## src/rtl/apprx_err_accum_if.sv

```systemverilog
// Bus between the approximate multiplier tap and the error accumulator.
// Carries run control, sample handshake and the accumulated statistics.
interface apprx_err_accum_if #(
  parameter int W     = 8,
  parameter int CNT_W = 32
);
  logic                   start;
  logic [CNT_W-1:0]       num_samples;
  logic                   in_valid;
  logic                   in_ready;
  logic [W-1:0]           dat_in_a;
  logic [W-1:0]           dat_in_b;
  logic [2*W-1:0]         dat_apprx;
  logic                   busy;
  logic                   done;
  logic [CNT_W-1:0]       sample_cnt;
  logic [CNT_W-1:0]       err_cnt;
  logic [2*W+CNT_W-1:0]   sum_abs_ed;
  logic [2*W+CNT_W:0]     sum_ed;
  logic [2*W-1:0]         max_ed;

  modport master (
    output start, num_samples, in_valid,
    output dat_in_a, dat_in_b, dat_apprx,
    input  in_ready, busy, done,
    input  sample_cnt, err_cnt,
    input  sum_abs_ed, sum_ed, max_ed
  );

  modport slave (
    input  start, num_samples, in_valid,
    input  dat_in_a, dat_in_b, dat_apprx,
    output in_ready, busy, done,
    output sample_cnt, err_cnt,
    output sum_abs_ed, sum_ed, max_ed
  );
endinterface

```

## src/rtl/apprx_err_accum.sv

```systemverilog
// Error-metric accumulator: recomputes the exact product and
// gathers ER/MED/WCE raw statistics over a run of N samples.
module apprx_err_accum #(
  parameter int W     = 8,
  parameter int CNT_W = 32
) (
  input  logic clk,
  input  logic rst_n,
  apprx_err_accum_if.slave bus
);
  localparam int P  = 2 * W;
  localparam int SW = P + CNT_W;
  localparam int EW = P + CNT_W + 1;

  localparam logic [1:0] ST_IDLE  = 2'd0;
  localparam logic [1:0] ST_RUN   = 2'd1;
  localparam logic [1:0] ST_DRAIN = 2'd2;
  localparam logic [1:0] ST_DONE  = 2'd3;

  logic [1:0]       r_state;
  logic [1:0]       r_drain_cnt;
  logic [CNT_W-1:0] r_n;
  logic [CNT_W-1:0] r_acc_cnt;
  logic             r_in_ready;

  logic             r_s1_vld;
  logic [W-1:0]     r_s1_a;
  logic [W-1:0]     r_s1_b;
  logic [P-1:0]     r_s1_p;

  logic             r_s2_vld;
  logic [P:0]       r_s2_ed;
  logic [P-1:0]     r_s2_abs;
  logic             r_s2_neq;

  logic [CNT_W-1:0] r_sample_cnt;
  logic [CNT_W-1:0] r_err_cnt;
  logic [SW-1:0]    r_sum_abs;
  logic [EW-1:0]    r_sum_ed;
  logic [P-1:0]     r_max;

  logic             w_idle;
  logic             w_run;
  logic             w_drain;
  logic             w_done;
  logic             w_start;
  logic             w_accept;
  logic [CNT_W-1:0] w_acc_nxt;
  logic [P-1:0]     w_exact;
  logic [P:0]       w_ed;
  logic [P:0]       w_ed_neg;
  logic [P-1:0]     w_abs;
  logic             w_neq;

  assign w_idle   = (r_state == ST_IDLE);
  assign w_run    = (r_state == ST_RUN);
  assign w_drain  = (r_state == ST_DRAIN);
  assign w_done   = (r_state == ST_DONE);

  // start only launches a run from IDLE or DONE
  assign w_start  = bus.start & (w_idle | w_done);
  // in_ready is registered and only ever high in RUN
  assign w_accept = bus.in_valid & r_in_ready;
  assign w_acc_nxt = r_acc_cnt + CNT_W'(1);

  assign w_exact  = {{W{1'b0}}, r_s1_a} * {{W{1'b0}}, r_s1_b};
  assign w_ed     = {1'b0, w_exact} - {1'b0, r_s1_p};
  assign w_ed_neg = -w_ed;
  assign w_abs    = w_ed[P] ? w_ed_neg[P-1:0] : w_ed[P-1:0];
  assign w_neq    = (w_exact != r_s1_p);

  // run control: sample budget, accept window and drain timer
  always_ff @(posedge clk) begin
    if (!rst_n) begin
      r_state     <= ST_IDLE;
      r_drain_cnt <= 2'd0;
      r_n         <= '0;
      r_acc_cnt   <= '0;
      r_in_ready  <= 1'b0;
    end else begin
      unique case (1'b1)
        (w_idle | w_done): begin
          if (w_start) begin
            r_n         <= bus.num_samples;
            r_acc_cnt   <= '0;
            r_drain_cnt <= 2'd0;
            if (bus.num_samples == '0) begin
              r_state    <= ST_DONE;
              r_in_ready <= 1'b0;
            end else begin
              r_state    <= ST_RUN;
              r_in_ready <= 1'b1;
            end
          end
        end
        w_run: begin
          if (w_accept) begin
            r_acc_cnt <= w_acc_nxt;
            if (w_acc_nxt == r_n) begin
              r_state     <= ST_DRAIN;
              r_in_ready  <= 1'b0;
              r_drain_cnt <= 2'd0;
            end
          end
        end
        w_drain: begin
          if (r_drain_cnt == 2'd1) begin
            r_state <= ST_DONE;
          end else begin
            r_drain_cnt <= r_drain_cnt + 2'd1;
          end
        end
        default: begin
          r_state <= ST_IDLE;
        end
      endcase
    end
  end

  // stage 1: capture the accepted operand/product triple
  always_ff @(posedge clk) begin
    if (!rst_n || w_start) begin
      r_s1_vld <= 1'b0;
      r_s1_a   <= '0;
      r_s1_b   <= '0;
      r_s1_p   <= '0;
    end else begin
      r_s1_vld <= w_accept;
      if (w_accept) begin
        r_s1_a <= bus.dat_in_a;
        r_s1_b <= bus.dat_in_b;
        r_s1_p <= bus.dat_apprx;
      end
    end
  end

  // stage 2: exact product, signed error distance and magnitude
  always_ff @(posedge clk) begin
    if (!rst_n || w_start) begin
      r_s2_vld <= 1'b0;
      r_s2_ed  <= '0;
      r_s2_abs <= '0;
      r_s2_neq <= 1'b0;
    end else begin
      r_s2_vld <= r_s1_vld;
      if (r_s1_vld) begin
        r_s2_ed  <= w_ed;
        r_s2_abs <= w_abs;
        r_s2_neq <= w_neq;
      end
    end
  end

  // stage 3: fold each sample into the run statistics
  always_ff @(posedge clk) begin
    if (!rst_n || w_start) begin
      r_sample_cnt <= '0;
      r_err_cnt    <= '0;
      r_sum_abs    <= '0;
      r_sum_ed     <= '0;
      r_max        <= '0;
    end else if (r_s2_vld) begin
      r_sample_cnt <= r_sample_cnt + CNT_W'(1);
      if (r_s2_neq) begin
        r_err_cnt <= r_err_cnt + CNT_W'(1);
        r_sum_abs <= r_sum_abs + {{(SW-P){1'b0}}, r_s2_abs};
        r_sum_ed  <= r_sum_ed +
                     {{(EW-P-1){r_s2_ed[P]}}, r_s2_ed};
        if (r_s2_abs > r_max) begin
          r_max <= r_s2_abs;
        end
      end
    end
  end

  assign bus.in_ready   = r_in_ready;
  assign bus.busy       = w_run | w_drain;
  assign bus.done       = w_done;
  assign bus.sample_cnt = r_sample_cnt;
  assign bus.err_cnt    = r_err_cnt;
  assign bus.sum_abs_ed = r_sum_abs;
  assign bus.sum_ed     = r_sum_ed;
  assign bus.max_ed     = r_max;
endmodule

```

## src/flat_wrapper.sv

```systemverilog
// flat-port wrapper written by rule: the top's interface ports become plain ports
module apprx_err_accum_flat 
#(
  parameter int W     = 8,
  parameter int CNT_W = 32
)
  (clk, rst_n, bus_start, bus_num_samples, bus_in_valid, bus_dat_in_a, bus_dat_in_b, bus_dat_apprx, bus_in_ready, bus_busy, bus_done, bus_sample_cnt, bus_err_cnt, bus_sum_abs_ed, bus_sum_ed, bus_max_ed);
  apprx_err_accum_if #(.W(W), .CNT_W(CNT_W)) bus_i ();
  input  logic clk;
  input  logic rst_n;
  input wire logic [$bits(bus_i.start)-1:0] bus_start;
  input wire logic [$bits(bus_i.num_samples)-1:0] bus_num_samples;
  input wire logic [$bits(bus_i.in_valid)-1:0] bus_in_valid;
  input wire logic [$bits(bus_i.dat_in_a)-1:0] bus_dat_in_a;
  input wire logic [$bits(bus_i.dat_in_b)-1:0] bus_dat_in_b;
  input wire logic [$bits(bus_i.dat_apprx)-1:0] bus_dat_apprx;
  output wire logic [$bits(bus_i.in_ready)-1:0] bus_in_ready;
  output wire logic [$bits(bus_i.busy)-1:0] bus_busy;
  output wire logic [$bits(bus_i.done)-1:0] bus_done;
  output wire logic [$bits(bus_i.sample_cnt)-1:0] bus_sample_cnt;
  output wire logic [$bits(bus_i.err_cnt)-1:0] bus_err_cnt;
  output wire logic [$bits(bus_i.sum_abs_ed)-1:0] bus_sum_abs_ed;
  output wire logic [$bits(bus_i.sum_ed)-1:0] bus_sum_ed;
  output wire logic [$bits(bus_i.max_ed)-1:0] bus_max_ed;
  assign bus_i.start = bus_start;
  assign bus_i.num_samples = bus_num_samples;
  assign bus_i.in_valid = bus_in_valid;
  assign bus_i.dat_in_a = bus_dat_in_a;
  assign bus_i.dat_in_b = bus_dat_in_b;
  assign bus_i.dat_apprx = bus_dat_apprx;
  assign bus_in_ready = bus_i.in_ready;
  assign bus_busy = bus_i.busy;
  assign bus_done = bus_i.done;
  assign bus_sample_cnt = bus_i.sample_cnt;
  assign bus_err_cnt = bus_i.err_cnt;
  assign bus_sum_abs_ed = bus_i.sum_abs_ed;
  assign bus_sum_ed = bus_i.sum_ed;
  assign bus_max_ed = bus_i.max_ed;
  apprx_err_accum #(.W(W), .CNT_W(CNT_W)) u_core (.clk(clk), .rst_n(rst_n), .bus(bus_i));
endmodule
```

## config.mk

```make
export PLATFORM = sky130hd
export DESIGN_NAME = apprx_err_accum_flat
export DESIGN_NICKNAME = d
export VERILOG_FILES = /design/src/rtl/apprx_err_accum_if.sv /design/src/rtl/apprx_err_accum.sv /design/src/flat_wrapper.sv
export SDC_FILE = /design/constraint.sdc
export NUM_CORES = 1
export LEC_CHECK = 0
export CAP_MARGIN = 0
export CORE_MARGIN = 1.5
export CORE_UTILIZATION = 45
export CTS_CLUSTER_SIZE = 28
export DETAILED_ROUTE_END_ITERATION = 8
export GPL_ROUTABILITY_DRIVEN = 0
export GPL_TIMING_DRIVEN = 1
export PLACE_DENSITY = 0.67
export SYNTH_ARGS = -nofsm -noshare
export SYNTH_HDL_FRONTEND = slang
export SYNTH_SLANG_ARGS = --single-unit
export TNS_END_PERCENT = 20
```

## constraint.sdc

```tcl
create_clock -name clk -period 15.3 [get_ports clk]
set_clock_uncertainty 0.05 [all_clocks]
set_input_delay 2.295 -clock clk [delete_from_list [all_inputs] [get_ports clk]]
set_output_delay 2.295 -clock clk [all_outputs]
set_load 0.02 [all_outputs]
```

==> impl_metrics.tcl, run 1 <==
set metrics [dict create \
    grt_antenna_before_repair 0 \
    post_synth_num_cell_types 82 \
    worst-slew-pin-transition_ns 1.20 \
    gr-total-overflow 0 \
    htree_levels 2 \
    worst_ep_required_time_ns 15.72 \
    path_category_of_the_worst_min_delay_check "flip-flop to flip-flop" \
    io_buffer_count 247 \
    areaGrowthSynthToFinish_pct 20.1 \
    critPathMaxStageDelay_ns 0.56 \
    crit_path_max_fanout 9 \
    dieHeight_um 216 \
    drt_first_pass_iters 5 \
    gr-usage-met2 0.376 \
    nets 3026 \
    finalHoldViolCount 0 \
    drt-vias-per-instance 5.44 \
    synth.net_count 2843 \
    clkSlewWorstSetupHoldPaths_ns 0.06 \
    cts_buf_count 37 \
    cts_setup_buffers 0 \
    synth_xor_area_frac 0.0841 \
    final.period_utilization 0.428 \
    power_per_cell_area_mw_per_mm2 98.9 \
    cts_stage_hold_buffer_count 0 \
    yosysTopAreaCellShare 0.307 \
    fmax_mhz 153 \
    synth_enable_flop_cells 0 \
    multi_input_comb_area_mm2 0.0132 \
    floorplan.die_area_mm2 0.0466 \
    slew_viol_final 0 \
    grt_first_pass_wirelength_mm 88.7 \
    timing.max_slew.rel_slack 0.197 \
    seqCellArea_mm2 0.00627 \
    num_vias 18481 \
    post_synthesis_simple_gate_area_fraction 0.248 \
    yosysTopAreaCell "dfxtp_1" \
    finalWorstPathRequiredPeriod_ns 6.55 \
    yosys-mux-area-fraction 0.0182 \
    largest_net_degree_at_the_start_of_global_routing 93 \
    synth_ff_type "dfxtp_1" \
    cell_with_the_largest_stage_delay_on_the_worst_path "a221oi_2" \
    clock_tree_from_tritoncts "built" \
    placementRows 77 \
    avgRoutedWirePerCell_um 15.7 \
    drt_iter0_markers 1065 \
    synth-seq-cells 313 \
    complex_gate_fraction_of_the_synthesized_area 0.171 \
    top_level_ports 248 \
    crit_path_end_kind "flip-flop" \
    gr-usage-all-layers 0.227 \
    grt_setup_unrepaired "false" \
    static-leakage-power_nw 9.53 \
    place_hpwl_mm 39.6 \
    clock-root-buffer "clkbuf_16" \
    met1_usage 0.304 \
    antenna_cells 0 \
    fill_cell_instance_count_of_the_final_layout 4224 \
    synth_sequential_area_ratio 0.307 \
    run_status "finished clean" \
    ratio_of_cells_with_drive_above_1_in_the_final_layout 0.0381 \
    maxCapViolations 0 \
    detail-route-antenna-nets 0 \
    setup_slack_ns 8.75 \
    drcViolationCount 0 \
    worst-setup-path-type "flip-flop to flip-flop" \
    die-width_um 216 \
    placeableCoreArea_mm2 0.0445 \
    post_synth_instance_area_mm2 0.0204 \
    setup.worst_path.start_class "flip-flop" \
    grt_busiest_layer "met2" \
    initial_core_util 0.458 \
    pre_cts_slack_ns 8.77 \
    cts-root-to-sink-buffers 3 \
    final-setup-viol-count 0 \
    cts_num_sinks 313 \
    async_reset_ff_frac 0 \
    use_met3 0.0265 \
    synth.area.top_cells "dfxtp_1 (31%), ha_1 (8.6%), nand2_1 (7.5%)" \
    synth.yosys.warnings 0 \
    timing.critical_path.arrival_ns 6.97 \
    ctsResizeCount 0 \
    worstSkewPairLatency_ns 0.57 \
    ir_worst_vdd_v 0.000107 \
    netlist_instances 2595 \
    grt_pass1_vias 17861 \
    timing.setup.tns_ns 0 \
    post_synth_fa_ha_maj_area_fraction 0.125 \
    synth_top_family_by_area "simple AND/OR/NAND/NOR gates" \
    synth_area_per_cell_um2 7.86 \
    route.final.wire_length_mm 53.5 \
]
[cells in the final DEF, fill, tap and decap left out, types with 29 or more instances in the layout]
cell type / synthesis / routed
a211oi_1: 34 / 33
a21boi_0: 38 / 38
a21o_1: 41 / 41
a21oi_1: 229 / 228
and2_1: 66 / 64
and3_1: 34 / 34
clkbuf_16: 0 / 37
clkdlybuf4s50_1: 0 / 246
dfxtp_1: 313 / 312
fa_1: 39 / 39
ha_1: 141 / 141
inv_1: 128 / 128
mux2i_1: 36 / 36
nand2_1: 410 / 408
nand3_1: 62 / 62
nand4_1: 45 / 45
nor2_1: 224 / 224
nor2b_1: 43 / 43
nor3_1: 67 / 67
o21a_1: 29 / 29
o21ai_0: 80 / 80
xnor2_1: 101 / 101
xor2_1: 93 / 93
[per-stage QoR]
| step | instance area [µm²] | total power, mW | hold slack, ns | util | instances |
|---|---|---|---|---|---|
| after floorplan | 20400 | 1.34 | 0.386 | - | 2595 |
| after global placement | 23300 | 1.51 | 0.397 | 0.523 | 3331 |
| after CTS | 24500 | 2.45 | 0.405 | 0.551 | 3398 |
| after global routing | 24500 | 2.56 | 0.419 | 0.551 | 3398 |
| final | 24500 | 2.42 | 0.404 | 0.551 | 3398 |
| after detailed placement | 23300 | 1.52 | 0.397 | 0.523 | 3331 |
[cells in the mapped netlist (4+ instances only)]
cell	n
nand2_1	410
dfxtp_1	313
a21oi_1	229
nor2_1	224
ha_1	141
inv_1	128
xnor2_1	101
xor2_1	93
clkbuf_1	91
o21ai_0	80
nor3_1	67
and2_1	66
nand3_1	62
nand4_1	45
nor2b_1	43
a21o_1	41
fa_1	39
a21boi_0	38
mux2i_1	36
a211oi_1	34
and3_1	34
o21a_1	29
or3_1	28
nor4_1	24
a31oi_1	16
buf_2	13
nand2b_1	13
and4_1	11
o211ai_1	11
a22o_1	9
nor3b_1	9
buf_1	8
o21bai_1	8
o21ai_1	7
o31ai_1	7
o2111ai_1	6
a31o_2	5
nand3b_1	5
or2_2	5
or4_1	4
[critical path, delay by kind of cell (launching register included)]
| kind | cells | cell delay [ns] |
|---|---|---|
| and+or+nand+nor | 3 | 0.33 |
| DFF | 1 | 0.47 |
| adders and majority gates | 6 | 2.41 |
| xor gates and xnor gates | 2 | 0.35 |
| buffers and inverters | 4 | 0.29 |
| AOI/OAI and AO/OA | 12 | 2.58 |
[power breakdown]
part,leakage (nW),switching [mW],internal (mW)
clock network,0.611,0.374,0.544
registers,2.53,0.0406,0.847
logic,6.39,0.399,0.220
[sequential cells by signal, indices dropped and copies added (netlist names)]
register	flops
u_core.bus.max_ed	16
u_core.r_s2_neq	1
u_core.r_s2_abs	16
u_core.bus.err_cnt	32
u_core.bus.sample_cnt	32
u_core.r_s2_vld	1
u_core.r_acc_cnt	32
u_core.r_s2_ed	16
u_core.r_s1_vld	1
u_core.r_state	2
u_core.r_s1_b	8
u_core.r_s1_p	16
u_core.bus.in_ready	1
u_core.r_s1_a	8
u_core.r_n	32
u_core.r_drain_cnt	2
u_core.bus.sum_abs_ed	48
u_core.bus.sum_ed	49
[final timing paths]
kind,from,endpoint,slack [ns],depth (start not counted)
worst max register to register,u_core.r_s1_b[4],u_core.r_s2_abs[4],8.75,27
worst min-delay path,u_core.r_s1_p[13],u_core.r_s1_p[13],0.40,2
worst min register to register,u_core.r_s1_p[13],u_core.r_s1_p[13],0.40,2
worst max-delay path,u_core.r_s1_b[4],u_core.r_s2_abs[4],8.75,27
[metal layers]
layer  up-vias  wire, µm
li1       9334         -
met1      8634     25300
met2       414     24300
met3        99      2200
met4         0      1650
met5         -         0
[logic make-up (layout without fill, tap and decap cells)]
logic type	after synthesis	in the layout
flip-flops	313	313
multiplexers	37	37
XOR/XNOR	195	195
AND/OR/NAND/NOR	1066	1066
adder cells (fa/ha/maj)	180	180
AO/OA/AOI/OAI	559	559
buffers and inverters	245	456
[final cells by class]
cell class              instances  share of cell area
multi-input cells            2037               0.539
clock buffers                  54              0.0440
inverters                     129              0.0198
flip-flops and latches        313               0.256
well taps                     592              0.0302
clock inverters                13             0.00684
repair buffers                260               0.105
(Power assumes the default switching activity.)
==> run 2: changes to the inputs <==
PLACE_DENSITY = 0.69   (was 0.67)
clock period = 5.9 ns   (was 15.3 ns; I/O delays follow)
==> impl_metrics.tcl, run 2 (synthesis results as in run 1) <==
set metrics [dict create \
    net_switching_share_of_the_total_power 0.339 \
    worst_path_most_repeated_cell "a21o_1" \
    placeableCoreArea_mm2 0.0445 \
    clock_tree_from_tritoncts "built" \
    static-leakage-power_nw 9.80 \
    final-setup-viol-count 0 \
    ratio_of_cells_with_drive_above_1_in_the_final_layout 0.0771 \
    floorplan.die_area_mm2 0.0466 \
    htree_levels 2 \
    internal_portion_of_total_power_mw 4.23 \
    crit_path_max_fanout 8 \
    initial_core_util 0.458 \
    p_sw_mw 2.17 \
    dieHeight_um 216 \
    avgRoutedWirePerCell_um 15.8 \
    timing.critical_path.arrival_ns 6.15 \
    drt_iter0_markers 1102 \
    gr-usage-all-layers 0.228 \
    antenna_cells 0 \
    cell_with_the_largest_stage_delay_on_the_worst_path "fa_1" \
    cts_num_sinks 313 \
    maxCapViolations 0 \
    worstSkewPairLatency_ns 0.56 \
    number_of_flip_flops_under_the_largest_register_name 49 \
    timing.setup.tns_ns 0 \
    ir_worst_vdd_v 0.000201 \
    mostFrequentLayoutCell "nand2_1" \
    postPlaceCellArea_mm2 0.0236 \
    worst_ep_required_time_ns 6.31 \
    die-width_um 216 \
    io_buffer_count 247 \
    clock_power_share 0.354 \
    drt_first_pass_iters 6 \
    final_cell_mix "nand2_1 (405), dfxtp_1 (302), clkdlybuf4s50_1 (246)" \
    run_status "finished clean" \
    clock-root-buffer "clkbuf_16" \
    worst-slew-pin-transition_ns 1.19 \
    drcViolationCount 0 \
    cts_buf_count 38 \
    route.final.wire_length_mm 54.3 \
    grt_antenna_before_repair 0 \
    sequentialPowerShare 0.359 \
    grt_pass1_vias 17935 \
    gr-total-overflow 0 \
    worstPathBufferInverterCount 4 \
    finalWorstPathRequiredPeriod_ns 5.74 \
    post_layout_nonfiller_instances 3445 \
    place_hpwl_mm 40.0 \
    place.detailed.instances 3371 \
    drt-vias-per-instance 5.45 \
    grt_setup_unrepaired "true" \
    fmax_mhz 174 \
    cts_stage_hold_buffer_count 0 \
    clkSlewWorstSetupHoldPaths_ns 0.06 \
    grt_first_pass_wirelength_mm 88.9 \
    finalHoldViolCount 0 \
    timing.max_slew.rel_slack 0.204 \
    worst-setup-path-type "flip-flop to flip-flop" \
    crit_path_end_kind "flip-flop" \
    critPathMaxStageDelay_ns 0.50 \
    combinationalPowerShare 0.287 \
    nets 3074 \
    setup.worst_path.start_class "flip-flop" \
    num_vias 18770 \
    finalInstanceArea_mm2 0.0251 \
    placementRows 77 \
    detail-route-antenna-nets 0 \
    holdWs_ns 0.409 \
    largest_net_degree_at_the_start_of_global_routing 151 \
    worst_path_dominant_cell_family "compound AO/OA/AOI/OAI gates" \
    path_category_of_the_worst_min_delay_check "flip-flop to flip-flop" \
    areaGrowthSynthToFinish_pct 23.1 \
    top_level_ports 248 \
    final.period_utilization 0.972 \
    slew_viol_final 0 \
    fill_cell_instance_count_of_the_final_layout 4093 \
    cts-root-to-sink-buffers 3 \
    power_per_cell_area_mw_per_mm2 255 \
]
run 2: layout make-up:
| type | count | area, µm² | share of cell area |
|---|---|---|---|
| multi-input cells | 2037 | 13500 | 0.536 |
| flip-flops and latches | 313 | 6290 | 0.250 |
| repair buffers | 307 | 2940 | 0.117 |
| clock buffers | 55 | 1130 | 0.0448 |
| well taps | 592 | 741 | 0.0295 |
| inverters | 129 | 484 | 0.0193 |
| clock inverters | 12 | 76.3 | 0.00304 |
run 2: metal layers:
metal | vias to the layer above | track usage | wire length, µm
met1 | 8821 | 0.298 | 24900
met3 | 104 | 0.0316 | 2440
li1 | 9418 | - | -
met5 | - | 0 | 0
met4 | 0 | 0.0752 | 1680
met2 | 427 | 0.386 | 25200
run 2: timing repair:
action | CTS | global route
setup buffers | 1 | 5
pin swaps | 9 | 51
cloned | 0 | 1
gates resized for setup | 21 | 62
setup endpoints to repair | 14 | 19
run 2: power by group through the flow:
stage / logic, mW / clock network, mW / registers, mW
4_1_cts: 1.77 / 2.33 / 2.30
2_1_floorplan: 1.19 / 0 / 2.30
3_5_place_dp: 1.69 / 0 / 2.34
6_report: 1.84 / 2.26 / 2.30
5_1_grt: 2.03 / 2.41 / 2.31
3_3_place_gp: 1.66 / 0 / 2.34
run 2: worst paths after layout:
kind | from | endpoint | slack, ns | depth (start not counted)
max | u_core.r_s1_a[3] | u_core.r_s2_abs[7] | 0.16 | 26
min | u_core.r_s1_p[4] | u_core.r_s1_p[4] | 0.41 | 2
min reg2reg | u_core.r_s1_p[4] | u_core.r_s1_p[4] | 0.41 | 2
max reg2reg | u_core.r_s1_a[3] | u_core.r_s2_abs[7] | 0.16 | 26
run 2: stage by stage:
step	utilization	setup slack, ns	power [mW]
floorplan	-	0.00375	3.49
global placement	0.530	-0.0577	4.00
detailed placement	0.530	-0.152	4.04
CTS	0.559	-0.00927	6.39
global route	0.564	-0.153	6.75
finish	0.564	0.163	6.40
run 2: tightest hold or removal path: stages (launching register included):
cell	delay, ns
dfxtp_1	0.31
nand2_1	0.05
a21oi_1	0.05
